## src/rtl/event_encoder8.sv

```systemverilog
// Sequential 8-to-3 event encoder: latches one-hot event pulses into a pending
// bitmap and hands out their indices one at a time over a valid/ready handshake.
module event_encoder8 #(
    parameter int unsigned N_IN    = 8,
    parameter int unsigned IDX_W   = 3,
    parameter int unsigned RR_MODE = 0
) (
    input  logic             clk,
    input  logic             rst,
    input  logic             clear,
    input  logic [N_IN-1:0]  in,
    output logic [IDX_W-1:0] out,
    output logic             out_valid,
    input  logic             out_ready,
    output logic [N_IN-1:0]  pending,
    output logic             overflow
);

    typedef enum logic [0:0] {
        IDLE    = 1'b0,
        PRESENT = 1'b1
    } state_t;

    state_t            state;
    logic [IDX_W-1:0]  ptr;

    logic              xfer;
    logic [N_IN-1:0]   out_onehot;
    logic [N_IN-1:0]   served;
    logic [N_IN-1:0]   cand;
    logic [N_IN-1:0]   upper_mask;
    logic [N_IN-1:0]   cand_upper;
    logic [N_IN-1:0]   pending_next;
    logic              cand_any;
    logic              ovf_hit;
    logic [IDX_W-1:0]  sel_idx;

    // Index of the lowest set bit; zero when the vector is empty.
    function automatic logic [IDX_W-1:0] lowest_set(input logic [N_IN-1:0] v);
        logic [IDX_W-1:0] idx;
        idx = '0;
        for (int i = N_IN - 1; i >= 0; i--) begin
            if (v[i]) idx = IDX_W'(i);
        end
        return idx;
    endfunction

    // Handshake, service mask and next pending bitmap.
    always_comb begin
        out_onehot      = '0;
        out_onehot[out] = 1'b1;
        xfer            = out_valid && out_ready;
        served          = xfer ? out_onehot : '0;
        pending_next    = (pending & ~served) | in;
        ovf_hit         = |(in & pending & ~served);
    end

    // The presented index is never a candidate for its own replacement.
    always_comb begin
        cand       = (state == PRESENT) ? (pending & ~out_onehot) : pending;
        cand_any   = |cand;
        upper_mask = '0;
        for (int i = 0; i < N_IN; i++) begin
            upper_mask[i] = (IDX_W'(i) >= ptr);
        end
        cand_upper = cand & upper_mask;
        if (RR_MODE == 0) begin
            sel_idx = lowest_set(cand);
        end else if (|cand_upper) begin
            sel_idx = lowest_set(cand_upper);
        end else begin
            sel_idx = lowest_set(cand);
        end
    end

    // State, pending bitmap, sticky overflow and round-robin pointer.
    always_ff @(posedge clk) begin
        if (rst || clear) begin
            state     <= IDLE;
            pending   <= '0;
            out       <= '0;
            out_valid <= 1'b0;
            overflow  <= 1'b0;
            ptr       <= '0;
        end else begin
            pending <= pending_next;
            if (ovf_hit) overflow <= 1'b1;
            // Pointer wraps naturally at the index width.
            if (xfer) ptr <= out + IDX_W'(1);
            case (state)
                IDLE: begin
                    if (cand_any) begin
                        out       <= sel_idx;
                        out_valid <= 1'b1;
                        state     <= PRESENT;
                    end
                end
                PRESENT: begin
                    if (xfer) begin
                        if (cand_any) begin
                            out <= sel_idx;
                        end else begin
                            out_valid <= 1'b0;
                            state     <= IDLE;
                        end
                    end
                end
                default: begin
                    out_valid <= 1'b0;
                    state     <= IDLE;
                end
            endcase
        end
    end

endmodule

```

## config.mk

```make
export PLATFORM = sky130hd
export DESIGN_NAME = event_encoder8
export DESIGN_NICKNAME = d
export VERILOG_FILES = /design/src/rtl/event_encoder8.sv
export SDC_FILE = /design/constraint.sdc
export NUM_CORES = 1
export LEC_CHECK = 0
export BUFFER_PORTS_ARGS = -buffer_cell sky130_fd_sc_hd__buf_2
export CORE_UTILIZATION = 49
export CTS_CLUSTER_DIAMETER = 50
export CTS_CLUSTER_SIZE = 25
export DETAILED_ROUTE_END_ITERATION = 10
export GPL_TIMING_DRIVEN = 1
export PLACE_DENSITY = 0.76
export SYNTH_ARGS = -nofsm -noshare
export SYNTH_HDL_FRONTEND = slang
export SYNTH_SLANG_ARGS = --single-unit
export TNS_END_PERCENT = 50
```

## constraint.sdc

```tcl
create_clock -name clk -period 2.5 [get_ports clk]
set_clock_uncertainty 0.15 [all_clocks]
set_input_delay 0.375 -clock clk [delete_from_list [all_inputs] [get_ports clk]]
set_output_delay 0.375 -clock clk [all_outputs]
set_load 0.01 [all_outputs]
```

==> results of run 1 <==
-- power groups by stage --
stage / Sequential (mW) / Clock [mW] / Combinational [mW]
2_1_floorplan: 0.260 / 0 / 0.0739
3_3_place_gp: 0.261 / 0 / 0.105
3_5_place_dp: 0.262 / 0 / 0.106
4_1_cts: 0.256 / 0.174 / 0.107
5_1_grt: 0.259 / 0.185 / 0.118
6_report: 0.256 / 0.170 / 0.108
-- how the worst max path moves through the flow --
stage	start	to	slack (ns)	cells past startpoint
2_1_floorplan	out[0]	out[1]	0.44	6
3_3_place_gp	out[0]	out[1]	0.30	5
5_1_grt	out[0]	out[0]	0.09	5
4_1_cts	out[0]	out[0]	0.22	5
3_5_place_dp	out[0]	out[0]	0.23	5
6_report	out[0]	out[0]	0.23	5
-- layer usage --
metal | GRT usage, % | vias to the layer above | routed length (um)
met5 | 0 | - | 0
met4 | 12.50 | 0 | 40
met3 | 5.000 | 5 | 171
met2 | 32.24 | 37 | 897
met1 | 33.08 | 393 | 861
li1 | - | 435 | -
-- Yosys cell counts --
master / number / area, um2
o221a_1: 1 / 11.26
nor2_2: 1 / 6.260
nand2b_1: 2 / 12.51
nand3_1: 3 / 15.01
o31a_1: 1 / 8.760
dfxtp_1: 14 / 280.3
buf_6: 1 / 11.26
a41oi_1: 1 / 8.760
nand3b_1: 1 / 7.510
nor4_4: 1 / 21.27
o211a_1: 1 / 10.01
mux2_2: 2 / 22.52
inv_1: 10 / 37.54
o21a_1: 2 / 15.01
clkbuf_1: 2 / 7.510
nor2b_1: 1 / 6.260
mux2i_1: 1 / 10.01
or2_2: 6 / 37.54
a21oi_1: 12 / 60.06
o211ai_1: 5 / 37.54
and2_1: 1 / 6.260
o2111ai_1: 1 / 8.760
a41o_1: 1 / 10.01
or2b_1: 1 / 7.510
nor2_1: 5 / 18.77
o32ai_1: 1 / 8.760
mux2_4: 1 / 15.01
o32a_1: 1 / 10.01
a311oi_1: 1 / 8.760
a31oi_1: 3 / 18.77
o21ai_0: 11 / 55.05
o22a_1: 1 / 8.760
o32a_4: 1 / 22.52
nand2_1: 7 / 26.28
-- layout make-up --
cell class              instances  area, um2  area share [%]
well taps                      16      20.02           1.983
multi-input cells              77      515.5           51.05
flip-flops and latches         14      280.3           27.76
clock buffers                   4      36.28           3.594
inverters                      10      37.54           3.717
repair buffers                 24      120.1           11.90
-- stage by stage --
| stage | setup WS [ns] | power (mW) | hold slack (ns) |
|---|---|---|---|
| 3_3_place_gp | 0.3024 | 0.3656 | 0.3683 |
| 3_5_place_dp | 0.2303 | 0.3680 | 0.3718 |
| 5_1_grt | 0.08861 | 0.5620 | 0.1612 |
| 6_report | 0.2330 | 0.5336 | 0.1616 |
| 2_1_floorplan | 0.4380 | 0.3336 | 0.3424 |
| 4_1_cts | 0.2213 | 0.5373 | 0.1617 |
-- cell families (layout without fill, tap and decap cells) --
group	count (synthesis)	after routing	synth area share, %
compound gates	44	44	35.54
flops	14	14	32.89
mux	4	4	5.579
buf+inv	13	38	6.609
simple gates	29	29	19.39
-- critical path: cells and delay by family, from the launching register on --
kind / cells / cell delay (ns)
compound gates: 2 / 0.63
flops: 1 / 0.57
simple gates: 2 / 0.43
mux: 1 / 0.38
-- registers in the layout, indices dropped and copies added (netlist names) --
signal     flops
overflow       1
state          1
out_valid      1
pending        8
out            3
==> run summary, run 1 <==
die area -> 0.001910 mm2
status -> finished with violations
critical path peak fanout -> 12
antenna violations before repair -> 0
Post-Route Utilization -> 64.77%
Worst-Skew Late Latency -> 0.29 ns
fillers -> 144
IO Count -> 25
Worst path slowest cell -> dfxtp_1
placed wire-length estimate -> 1.481 mm
1st-iter DRT viols -> 49
syn avg cell area -> 8.193 um2
gr usage total -> 23.19%
global-route wire length before repair -> 3.201 mm
Net Sw Frac -> 29.78%
total clock sinks -> 14
violated checks -> design-rule violations
post-CTS setup buffer count -> 0
TNS Setup -> 0 ns
pin count of the biggest net entering global routing -> 13
clock share of power -> 31.8%
P_int -> 0.3747 mW
combinational power share -> 20.2%
Slew headroom -> 70.16%
RSZ-0062 raised after global routing -> false
endpoint class of the critical path -> register
GR Overflow Total -> 0
Area Growth Syn to Fin -> 18.50%
TritonCTS clock tree -> yes
peak supply drop -> 0.4405 mV
Netlist cell types -> 34
leakage power -> 0.4492 nW
worst endpoint required time -> 2.53 ns
cells after synthesis -> 104
commonest non-fill, non-tap cells in the layout -> buf_2 (24), dfxtp_1 (14), a21oi_1 (12), o21ai_0 (11), inv_1 (10)
row count -> 14
max_cap viols -> 0
die width -> 43.70 um
cell count after placement -> 141
Post-Syn Area -> 852.1 um2
GP Congestion -> 0.8746
fin area -> 0.001010 mm2
FF-to-FF End -> out[0]
CTS buffer count -> 3
Final Instance Count excl. Fillers -> 145
Final Hold Viols -> 0
synth warn -> 0
WL final -> 1.970 mm
hold_sp -> in[0]
setup slack, reg-to-reg -> 0.23 ns
Detailed Routing Iterations Pass 1 -> 7
fmax -> 441.1 MHz
Post-DP Area -> 973.4 um2
share of post-route cells with drive strength above 1 -> 31.01%
Antenna Cells -> 0
post-cts resize count -> 0
Core ar. -> 0.001559 mm2
DRC errors left -> 1
Max Root-Sink Buffers -> 2
syn_nets -> 116
Reg power frac -> 48.0%
layout net count -> 142
Final setup viols -> 0
via/cell ratio -> 6.000
Root Buffer -> clkbuf_4
CP cell instances -> mux2_2 > o32a_1 > nor4_4 > nor2_2 > a41o_1
Least-Margin Pin Slew -> 0.4455 ns
CP startpoint kind -> register
hold_buf cts -> 0
HP Class -> primary input to register
Hold Crit Depth -> 3
Die H -> 43.70 um
worst-case reg-to-reg path depth -> 5
most common cell after layout, fill and taps aside -> buf_2
critical path type -> register to register
vias in the first global route -> 695
Final Slew Violations -> 0
crit-path max cell delay -> 0.57 ns
Tmin final -> 2.267 ns
hold endpoint -> pending[0]
post-synthesis register bit count -> 14
clk slew on worst S/H paths -> 0.09 ns
P_sw -> 0.1589 mW
input/output buffers -> 24
# H-tree levels -> 1
initial core utilization -> 54.65%
WL per Instance -> 13.59 um
antenna-violating nets left -> 0
reg2reg start -> out[0]
Tcrit/Tclk final -> 90.68%
vias after detailed routing -> 870
Seq/Total Area, Yosys -> 32.89%
CP arrival -> 2.30 ns
Power Density -> 528.5 mW/mm2
Power figures use the tool's default switching activity.
==> run 2: changes to the inputs <==
--- a/config.mk
+++ b/config.mk
@@ -6,6 +6,7 @@
 export NUM_CORES = 1
 export LEC_CHECK = 0
 export BUFFER_PORTS_ARGS = -buffer_cell sky130_fd_sc_hd__buf_2
+export CORE_ASPECT_RATIO = 0.8
 export CORE_UTILIZATION = 49
 export CTS_CLUSTER_DIAMETER = 50
 export CTS_CLUSTER_SIZE = 25
==> run 2 against run 1 <==
Effect of this change:
- the flow now finishes without violations
- global-route usage shrank 0.27 points
- clock power is 24% lower
- cell count rose by 4.1%
- core utilization decreased by 2.6 points
- routed wire length rose by 2.5%
- first-iteration DRC count fell by 51%
==> run summary, run 2 (synthesis gave the netlist of run 1 again) <==
status -> completed
peak supply drop -> 0.2962 mV
clock share of power -> 26.2%
FF-to-FF End -> out[1]
global-route wire length before repair -> 3.139 mm
hold endpoint -> pending[2]
setup slack, reg-to-reg -> 0.42 ns
Final Slew Violations -> 0
hold_buf cts -> 0
Reg power frac -> 51.5%
GR Overflow Total -> 0
WL final -> 2.019 mm
Area Growth Syn to Fin -> 18.65%
pin count of the biggest net entering global routing -> 13
row count -> 13
WL per Instance -> 13.37 um
Most flops, register -> pending
IO Count -> 25
DRC errors left -> 0
via/cell ratio -> 5.801
CTS buffer count -> 3
Tmin final -> 2.084 ns
most common cell after layout, fill and taps aside -> buf_2
Root Buffer -> clkbuf_4
TritonCTS clock tree -> yes
Detailed Routing Iterations Pass 1 -> 4
Hold Crit Depth -> 3
Final Hold Viols -> 0
1st-iter DRT viols -> 24
placed wire-length estimate -> 1.490 mm
worst-case reg-to-reg path depth -> 5
Worst-Skew Late Latency -> 0.28 ns
# H-tree levels -> 1
Regs by FF count -> pending x8, out x3
post-CTS setup buffer count -> 0
vias in the first global route -> 713
fmax -> 479.8 MHz
P_int -> 0.3428 mW
Die H -> 39.30 um
Tcrit/Tclk final -> 83.37%
die area -> 0.001911 mm2
vias after detailed routing -> 876
total clock sinks -> 14
antenna violations before repair -> 0
GP Congestion -> 0.7857
clk slew on worst S/H paths -> 0.08 ns
Final setup viols -> 0
P_sw -> 0.1526 mW
Post-Route Utilization -> 62.15%
max_cap viols -> 0
critical path peak fanout -> 5
TNS Setup -> 0 ns
endpoint class of the critical path -> register
HP Class -> primary input to register
hold_sp -> in[2]
RSZ-0062 raised after global routing -> false
gr usage total -> 22.92%
combinational power share -> 22.4%
CP arrival -> 2.11 ns
Core ar. -> 0.001627 mm2
met2 Usage GRT -> 35.76%
CP startpoint kind -> register
max reg flops -> 8
initial core utilization -> 52.38%
met3 Track Usage GR -> 9.690%
met1 usage -> 29.23%
Power Density -> 490.0 mW/mm2
input/output buffers -> 24
layout net count -> 143
critical path type -> register to register
antenna-violating nets left -> 0
grt peak-use layer -> met2
post-cts resize count -> 0
Max Root-Sink Buffers -> 2
Slew headroom -> 72.83%
Antenna Cells -> 0
share of post-route cells with drive strength above 1 -> 31.01%
leakage power -> 0.4474 nW
commonest non-fill, non-tap cells in the layout -> buf_2 (24), dfxtp_1 (14), a21oi_1 (12), o21ai_0 (11), inv_1 (10)
fillers -> 157
Net Sw Frac -> 30.81%
worst endpoint required time -> 2.53 ns
reg2reg start -> out[0]
Least-Margin Pin Slew -> 0.4070 ns
die width -> 48.62 um
## run 2: worst max path at each step
| stage | depth (start not counted) | endpoint | startpoint |
|---|---|---|---|
| after floorplan | 6 | out[1] | out[0] |
| after global placement | 5 | out[1] | out[0] |
| after detailed placement | 5 | out[1] | out[0] |
| after CTS | 5 | out[1] | out[0] |
| after global routing | 5 | out[1] | out[0] |
| final | 5 | out[1] | out[0] |
## run 2: power groups by stage
stage          clock network (mW)  logic (mW)  registers, mW
5_1_grt                     0.139       0.122          0.258
3_5_place_dp                    0       0.109          0.260
6_report                    0.130       0.111          0.255
3_3_place_gp                    0       0.108          0.259
4_1_cts                     0.131       0.111          0.254
2_1_floorplan                   0      0.0739          0.260
## run 2: worst max-delay path: stages, from the launching register on
cell and delay, ns:
dfxtp_1 0.41, mux2_2 0.35, o32a_1 0.38, nor4_4 0.36
nor2_2 0.07, o221a_1 0.26
## run 2: area by class of cell
cell class,count,area [um2],share of cell area [%]
Inverter,10,37.54,3.713
Timing Repair Buffer,25,127.6,12.62
Multi-Input combinational cell,77,515.5,50.99
Sequential cell,14,280.3,27.72
Clock buffer,3,22.52,2.228
Tap cell,22,27.53,2.723
## run 2: through the flow
step	hold slack [ns]	cells	power [mW]	cell area [um2]	worst slack [ns]
3_3_place_gp	0.3662	148	0.3669	988.4	0.4959
4_1_cts	0.1659	151	0.4962	1011	0.4285
3_5_place_dp	0.3790	148	0.3687	988.4	0.4485
2_1_floorplan	0.3424	104	0.3336	852.1	0.4380
5_1_grt	0.1902	151	0.5192	1011	0.3330
6_report	0.1669	151	0.4954	1011	0.4157
## run 2: metal layers
| layer | vias up | wire length [um] |
|---|---|---|
| met2 | 26 | 887 |
| met4 | 0 | 13 |
| met3 | 2 | 156 |
| li1 | 436 | - |
| met5 | - | 0 |
| met1 | 412 | 962 |
